[config.mk]
export PLATFORM = sky130hd
export DESIGN_NAME = ifetch
export DESIGN_NICKNAME = d
export VERILOG_FILES = /design/src/rtl/riscy_pkg.sv /design/src/rtl/ifetch_fifo.sv /design/src/rtl/ifetch.sv
export SDC_FILE = /design/constraint.sdc
export NUM_CORES = 1
export LEC_CHECK = 0
export ABC_AREA = 1
export CAP_MARGIN = 20
export CORE_ASPECT_RATIO = 1.75
export CORE_MARGIN = 3
export CORE_UTILIZATION = 25
export CTS_CLUSTER_SIZE = 16
export DETAILED_ROUTE_END_ITERATION = 16
export GPL_ROUTABILITY_DRIVEN = 0
export PLACE_DENSITY_LB_ADDON = 0.25
export SYNTH_ARGS = -nofsm -noshare
export SYNTH_HDL_FRONTEND = slang
export SYNTH_SLANG_ARGS = --single-unit
[constraint.sdc]
create_clock -name clk -period 3.29 [get_ports clk]
set_input_delay 0.658 -clock clk [delete_from_list [all_inputs] [get_ports clk]]
set_output_delay 0.658 -clock clk [all_outputs]
set_load 0.02 [all_outputs]
[src/rtl/riscy_pkg.sv]
// Shared definitions for the riscy core: bus widths and the fetch-stage state type.
package riscy_pkg;

    localparam int ADDR_W = 14;
    localparam int DATA_W = 32;

    typedef enum logic [1:0] {
        IDLE,
        REQ,
        DRAIN
    } fetch_state_t;

endpackage

[src/rtl/ifetch_fifo.sv]
// Small synchronous FIFO buffering fetched {pc, word} entries between the fetch
// stage and decode. The head entry is readable combinationally. A clear drops
// all entries and takes priority over a push or pop in the same cycle.
module ifetch_fifo #(
    parameter int DEPTH = 2,
    parameter int WIDTH = riscy_pkg::ADDR_W + riscy_pkg::DATA_W
) (
    input  logic                   clk,
    input  logic                   reset,
    input  logic                   push,
    input  logic [WIDTH-1:0]       push_data,
    input  logic                   pop,
    input  logic                   clear,
    output logic [$clog2(DEPTH):0] count,
    output logic [WIDTH-1:0]       head
);

    import riscy_pkg::*;

    localparam int PTR_W = $clog2(DEPTH);
    localparam logic [PTR_W:0] FULL_COUNT = (PTR_W + 1)'(DEPTH);

    logic [WIDTH-1:0] store [DEPTH];
    logic [PTR_W-1:0] wr_ptr;
    logic [PTR_W-1:0] rd_ptr;
    logic             do_push;
    logic             do_pop;

    // Qualify push/pop against the current fill level.
    always_comb begin
        do_push = push && (count != FULL_COUNT);
        do_pop  = pop && (count != '0);
    end

    // Pointer, count and storage update; clear discards everything at once.
    always_ff @(posedge clk) begin
        if (reset) begin
            wr_ptr <= '0;
            rd_ptr <= '0;
            count  <= '0;
            for (int unsigned i = 0; i < DEPTH; i++) begin
                store[PTR_W'(i)] <= '0;
            end
        end else if (clear) begin
            wr_ptr <= '0;
            rd_ptr <= '0;
            count  <= '0;
        end else begin
            if (do_push) begin
                store[wr_ptr] <= push_data;
                wr_ptr        <= wr_ptr + 1'b1;
            end
            if (do_pop) begin
                rd_ptr <= rd_ptr + 1'b1;
            end
            if (do_push && !do_pop) begin
                count <= count + 1'b1;
            end else if (do_pop && !do_push) begin
                count <= count - 1'b1;
            end
        end
    end

    assign head = store[rd_ptr];

endmodule

[src/rtl/ifetch.sv]
// Instruction-fetch stage: issues one memory read at a time for the current PC,
// buffers returned words with their address, and hands them to decode over a
// valid/ready handshake. inc_en advances the PC once per kept fetch; a flush
// (taken jump) discards buffered words and any read still in flight.
module ifetch #(
    parameter int ADDR_W    = riscy_pkg::ADDR_W,
    parameter int DATA_W    = riscy_pkg::DATA_W,
    parameter int BUF_DEPTH = 2
) (
    input  logic              clk,
    input  logic              reset,
    input  logic [ADDR_W-1:0] pc_addr,
    output logic              inc_en,
    input  logic              flush,
    output logic              mem_req,
    output logic [ADDR_W-1:0] mem_addr,
    input  logic              mem_ack,
    input  logic [DATA_W-1:0] mem_rdata,
    output logic              instr_valid,
    input  logic              instr_ready,
    output logic [DATA_W-1:0] instr,
    output logic [ADDR_W-1:0] instr_pc
);

    import riscy_pkg::*;

    localparam int CNT_W = $clog2(BUF_DEPTH) + 1;
    localparam logic [CNT_W-1:0] DEPTH_COUNT = CNT_W'(BUF_DEPTH);

    fetch_state_t               state;
    logic [CNT_W-1:0]           count;
    logic [ADDR_W+DATA_W-1:0]   head;
    logic                       push;
    logic                       pop;

    // A word is kept (and the PC advanced) only when it returns for a live request.
    always_comb begin
        inc_en      = (state == REQ) && mem_ack && !flush;
        push        = inc_en;
        instr_valid = (count != '0);
        pop         = instr_valid && instr_ready;
    end

    // Fetch sequencing: issue from IDLE, keep data in REQ, throw it away in DRAIN.
    always_ff @(posedge clk) begin
        if (reset) begin
            state    <= IDLE;
            mem_req  <= 1'b0;
            mem_addr <= '0;
        end else begin
            case (state)
                IDLE: begin
                    if (!flush && (count < DEPTH_COUNT)) begin
                        mem_addr <= pc_addr;
                        mem_req  <= 1'b1;
                        state    <= REQ;
                    end
                end
                REQ: begin
                    if (mem_ack) begin
                        mem_req <= 1'b0;
                        state   <= IDLE;
                    end else if (flush) begin
                        // Memory cannot abort: keep the request up and discard its data later.
                        state <= DRAIN;
                    end
                end
                DRAIN: begin
                    if (mem_ack) begin
                        mem_req <= 1'b0;
                        state   <= IDLE;
                    end
                end
                default: begin
                    mem_req <= 1'b0;
                    state   <= IDLE;
                end
            endcase
        end
    end

    ifetch_fifo #(
        .DEPTH (BUF_DEPTH),
        .WIDTH (ADDR_W + DATA_W)
    ) u_fifo (
        .clk       (clk),
        .reset     (reset),
        .push      (push),
        .push_data ({mem_addr, mem_rdata}),
        .pop       (pop),
        .clear     (flush),
        .count     (count),
        .head      (head)
    );

    assign {instr_pc, instr} = head;

endmodule

# == Word-level counts from Yosys, hierarchy flattened ==
# Memory sizes are Yosys's and may differ from the RTL's. A register that Yosys moved wholly into a read port is not among the register bits.
# Cells that the tools add are included.
# totals
register_bits,21
mem_bits_rw,92
in_bits,51
out_inout_bits,63
wordCells,60
mem_count,1
# memory_table
name,depth,word_bits,rd,rd_ports_with_merged_regs,write_ports,line_no,source
u_fifo.store,2,46,1,1,2,ifetch_fifo.sv:23,logic [WIDTH-1:0] store [DEPTH];
# op_classes
n_eq_ne,7
magnitude_cmp,1
muxes,21
n_reduce_logical,20
addsub,4
# op_table
operator,count
46-bit 2-to-1 mux,1
46-bit OR reduction,1
1-bit 2-to-1 mux,12
2-bit 2-to-1 mux,6
1-bit logical AND,8
2-bit inequality test (second input constant),3
2-bit one-hot mux with 3 select lines,1
2-bit AND reduction,2
2-bit nonzero test,2
2-bit OR reduction,2
1-bit zero test,3
3-bit inequality test (second input constant),1
3-bit AND reduction,1
1-bit adder (second input constant),2
2-bit by 1-bit adder with 2-bit output (second input constant),1
2-bit by 1-bit equality test with 1-bit output (second input constant),1
2-bit equality test (second input constant),1
2-bit zero test,1
2-bit less-than comparator (second input constant),1
2-bit by 1-bit inequality test with 1-bit output (second input constant),1
1-bit one-hot mux with 2 select lines,1
2-bit by 1-bit subtractor with 2-bit output (second input constant),1

# == Logic depth before layout (Yosys ltp) ==
# logic_depth
word_depth,10
depth_mapped,11
ltp_nobuf,11

# == Modules after synthesis ==
# A second synthesis with hierarchy kept.
# hier_totals
hier_cells,428
area_unflattened_um2,5103.6
# by_module_without_submodules
mod,area_per_inst_um2,cells_each,instances
ifetch_fifo,4342.9,327,1
ifetch,760.7,101,1

# == Worst setup path before layout ==
# No wires, ideal clock.
# synth_timing
kind,input-to-reg
from,in mem_ack
to,"mem u_fifo.store[0][0] (netlist bit), enable pin"
required_time_ns,2.886
setup_ns,0.404
setup_slack_ns,0.329
path_buffers,2
arrival_time_ns,2.557
cell_stages,6
path_cell_list,inv_2 > nor3_4 > nand4_2 > buf_6 > buf_6 > nand2_1
# synth_rtl
item,line_no,source
from (decl),ifetch.sv:17,"input logic mem_ack,"
to (decl),ifetch_fifo.sv:23,

==> qor.yml <==
outcome: "finished, final reports clean"
fillers: 1942
synth.distinct_cells: 24
yosysWarningCount: 0
design_area_um2: 7010
vias: 3276
powerDensity_nw_per_um2: 628
cts.clk_slew.worst_paths_ns: 0.05
met3_usage_pct: 2.77
cts_sinks: 114
dp.cells: 752
detailedPlace.worstSlack_ns: 0.566
grt_use_met2_pct: 21.7
cts_resized: 0
finalCriticalPeriod_ns: 2.87
fmax_ghz: 0.349
cp_slowest_stage_delay_ns: 0.64
critPathSlowestCell: "dfxtp_2"
grt_pass1_vias: 3636
layout.cells.non_filler: 784
nNetsFinal: 585
mostFrequentLayoutCells: "113 x clkdlybuf4s50_1, 92 x edfxtp_1, 73 x nor2_1, 56 x inv_1, 46 x mux2_2"
hpwl_um: 8100
ys_seq_area_share_pct: 64.8
drtAntennaViolNets: 0
wl_per_cell_um: 14.7
grt_max_degree: 47
final_common_cell: "clkdlybuf4s50_1"
grt_pass1_wl_um: 18600
min_path_type: "reg -> reg"
r2r_slack_ns: 1.23
syn_area_um2: 4940
setup_viol: 0
ir_drop_mv: 0.237
skew_ns: 0.0110
port_buffers: 113
r2r_start: "state[1]$_SDFFE_PP0P_"
cts_inserted_buffers: 17
crit_type: "reg -> out"
area_delta_synth_final_pct: 41.9
syn_inst: 405
cts-root-buf: "clkbuf_16"
drt_iter0_drc: 79
busiest_layer: "met2"
period_share_pct: 87.1
dieArea_um2: 21600
cellLeakagePower_nw: 2.67
ys_ff_latch: 114
rsz0062_at_grt: "no"
core_um2: 19300
grt_usage_pct: 11.3
finalHoldViolations: 0
first_pass_iters: 4
worst_slack_ns: 0.424
worstPathArrival_ns: 2.21
path_cells: "buf_12 -> mux2_2 -> clkdlybuf4s50_1"
worstPathMaxFanout: 17
hold_buffers: 0
drc: 0
worst_setup_path_end_kind: "primary output"
clockBufferDepth: 2
p_total_mw: 4.41
drv_slew: 0
die_y_um: 192
hold_path.startpoint: "u_fifo.rd_ptr$_SDFFE_PP0P_"
viasPerCell: 4.18
cts_tree: "done"
placed_area_um2: 6420
diodes: 0
rows: 67
io-pin-count: 114
critPathRequiredTime_ns: 2.63
htreeDepth: 4
grt-ovfl-total: 0
max_slew.worst_pin.slew_ns: 0.839
fin_tns_setup_ns: 0
startpoint_type: "flop"
synth_fp_nets: 460
relSlewSlack_pct: 44.1
max_cap_viol_count: 0
die_w_um: 112
antenna_found_initial: 0
syn_area_per_cell_um2: 12.2
start_util_pct: 25.6
grt_util_met1_pct: 11.0
totalWireLength_um: 11500
postCtsSetupBuffers: 0
clk_latency_ns: 0.41
drive_gt1_share_pct: 22.7
-- kinds of logic after synthesis --
logic type / Yosys count / share of synthesized area [%]
mux: 46 / 10.5
flops: 114 / 64.8
simple gates: 129 / 13.3
fa+ha+maj: 4 / 1.01
buf+inv: 75 / 6.63
compound gates: 37 / 3.75
-- report_power, final --
group,leakage [nW],internal [mW],switching [mW]
Combinational,1.25,0.354,0.475
Clock,0.277,1.18,0.653
Sequential,1.13,1.69,0.0509
Total,2.67,3.23,1.18
-- synthesized netlist by cell type, drive strengths merged --
cell / n / area, µm²
dfxtp: 22 / 440
buf: 14 / 98.8
edfxtp: 92 / 2760
nor2: 102 / 505
nand2: 17 / 63.8
and2: 1 / 6.26
mux2: 46 / 518
nor3: 2 / 21.3
or2: 1 / 6.26
ha: 4 / 50.1
nand3: 3 / 15.0
clkbuf: 4 / 15.0
o21ai: 17 / 85.1
a21oi: 20 / 100
nand4: 3 / 40.0
inv: 57 / 214
-- registers in the layout, indices dropped and copies added (netlist names), named ones only --
name	flops
state	2
u_fifo.rd_ptr	1
u_fifo.wr_ptr	1
u_fifo.count	2
mem_req	1
mem_addr	14
u_fifo.store	92
-- final timing paths --
path	endpoint	cells past startpoint
setup / recovery	instr_pc[13]	3
hold / removal	flop	2
setup reg to reg	u_fifo.store[0][31]$_SDFFCE_PN0P_	8
hold reg to reg	flop	2
-- metal layers --
layer	up-vias	share of wire [%]
met5	-	0
met4	0	3.0
li1	1598	-
met3	21	4.0
met2	76	57
met1	1581	36
-- layout make-up --
cell class | instances | area [µm²] | share of cell area (%)
Inverter | 57 | 214 | 3.05
Multi-Input combinational cell | 216 | 1430 | 20.3
Tap cell | 241 | 302 | 4.30
Sequential cell | 114 | 3200 | 45.7
Timing Repair Buffer | 124 | 1280 | 18.2
Clock buffer | 18 | 429 | 6.12
Clock inverter | 14 | 164 | 2.34
-- stage by stage --
step                hold slack [ns]  util [%]
detailed placement            0.459      33.3
global route                  0.502      36.4
finish                        0.471      36.4
CTS                           0.469      36.4
global placement              0.464      33.3
floorplan                     0.447         -
-- critical path, delay by kind of cell (launching register included) --
kind / cells / cell delay, ns
buffers and inverters: 2 / 0.78
multiplexers: 1 / 0.37
flip-flops: 1 / 0.64
Note: power is estimated with default switching activity, not from simulation.
==> variant (same settings) <==
Re-encode `fetch_state_t` (3 states) as one-hot, 3 bits wide.
--- a/src/rtl/riscy_pkg.sv
+++ b/src/rtl/riscy_pkg.sv
@@ -4,10 +4,10 @@
     localparam int ADDR_W = 14;
     localparam int DATA_W = 32;
 
-    typedef enum logic [1:0] {
-        IDLE,
-        REQ,
-        DRAIN
+    typedef enum logic [2:0] {
+        IDLE  = 3'b001,
+        REQ   = 3'b010,
+        DRAIN = 3'b100
     } fetch_state_t;
 
 endpackage
Check against the original RTL: no difference found for any inputs over 4 cycles, from zero or initial values and one cycle with reset high; so few cycles prove little.
==> variant against the unedited design <==
Routed wire length is 1.8% higher. Cell count is 1.8% higher. Core utilization is 0.18 points lower. Non-clock buffer count is 4 lower. Fmax is 4.4% higher. Worst setup slack better by 120 ps. Synthesized area is 1.0% higher. Sequential cell count is 1 higher. Die area is 0.99% higher. Design area hardly changed. Critical path type is now input pin to output port. Largest cell class unchanged.
Power is not compared: it rests on default switching activity, and its combinational part moved more than twofold at a synthesized area within 25%.
==> variant: results (changes against the unedited design) <==
first-pass GRT wire length 18.5 mm (-0.59%); post-DP HPWL 7.74 mm (-4.5%); largest net degree at the start of global routing 47 (unchanged); TritonCTS buffer count 17 (unchanged); DP Area 0.00640 mm² (-0.31%); leakage power 0.00270 µW; setup bufs post-CTS 0 (unchanged); worst hold-check path type flip-flop to flip-flop; Max VDD drop 337 µV; share of post-route cells with drive strength above 1 22.4% (-0.21 points); Worst Path Max Fanout 5 (-12); outcome finished clean; initial antenna violation count 0 (unchanged); most frequent cells after synthesis 97 x nor2_1, 92 x edfxtp_1, 56 x inv_1; DRT Pass-1 Iters 4 (unchanged); CTS clock-pin slew for the worst setup and hold paths 50 ps (about the same); input/output buffers 113 (unchanged); Max Clock Skew 9.24 ps (-1.73 ps); root buffer cell clkbuf_16; final WL 11.7 mm (+1.8%); Placed Instances 766 (+1.9%); hold path depth 2 (unchanged); vias in the first global route 3683 (+1.3%); Post-Layout Cell Count 798 (+1.8%); Worst Reg-to-Reg Cells 6 (-2); diode count 0 (unchanged); synth top area cells edfxtp_1 55%, mux2_2 10%, dfxtp_1 9.2%; synthesized instance count 423 (+4.4%); final-stage net count 596 (+1.9%); worst slew pin tran 637 ps (-202 ps); Regs by FF count u_fifo.store x92, mem_addr x14, state x3; asr flop ratio synth 0% (unchanged); Max clock buf depth 2 (unchanged); Yosys warning count 0 (unchanged); Iteration-0 DRC Markers 83 (+5.1%); share of the yosys chip area belonging to registers 64.5% (-0.26 points); number of synthesized flops with an enable pin 92 (unchanged); GR Util All Layers 11.1% (-0.24 points); CTS resizes 0 (unchanged); H-tree depth 4 (unchanged); final hold vios 0 (unchanged); Final TNS setup 0 ps (unchanged); Post-Syn Nets 475 (+3.3%); routed vias 3316 (+1.2%); setup violators final 0 (unchanged); Yosys cell types 27 (+13%); clk_lat worst skew roughly 400 ps
## variant: worst paths after layout
kind	from	end	slack, ps
worst max register to register	state[1]	u_fifo.store[0][4]	1490
worst min register to register	u_fifo.count[0]	u_fifo.count[0]	490
worst min-delay path	u_fifo.count[0]	u_fifo.count[0]	490
worst max-delay path	mem_ack	inc_en	550
## variant: layout make-up
class | instances | area, µm²
Clock inverter | 9 | 87.6
Multi-Input combinational cell | 231 | 1440
Timing Repair Buffer | 120 | 1210
Tap cell | 241 | 302
Inverter | 59 | 223
Fill cell | 1919 | 12400
Clock buffer | 23 | 522
Sequential cell | 115 | 3220
## variant: routing by layer
layer  track usage [%]  part of all wire, %
met4              4.35                  1.1
met2              21.2                   57
met3              2.87                  4.4
met1              11.4                   37
met5                 0                    0
## variant: worst max-delay path, stage by stage
cell	delay, ps
clkdlybuf4s50_1	450
inv_1	80
nor4_1	240
clkdlybuf4s50_1	650
## variant: logic make-up after synthesis
family,after synthesis,share of synthesized area (%)
AND/OR/NAND/NOR,162,15.8
multiplexers,46,10.4
adder cells (fa/ha/maj),1,0.251
flip-flops,115,64.5
buffers and inverters,77,6.79
AO/OA/AOI/OAI,21,2.10
XOR/XNOR,1,0.175
## variant: power breakdown
part           switching, µW  total, µW  internal [µW]
Combinational            217        400            183
Sequential              34.8       1670           1640
Clock                    668       1870           1200
## variant: metrics by stage
step | power (µW) | worst slack (ps) | utilization (%) | hold WS [ps]
2_1_floorplan | 1900 | 491 | - | 449
3_3_place_gp | 2100 | 561 | 33.1 | 457
3_5_place_dp | 2110 | 516 | 33.1 | 474
4_1_cts | 3990 | 521 | 36.2 | 482
5_1_grt | 4100 | 417 | 36.2 | 530
6_report | 3940 | 545 | 36.2 | 485
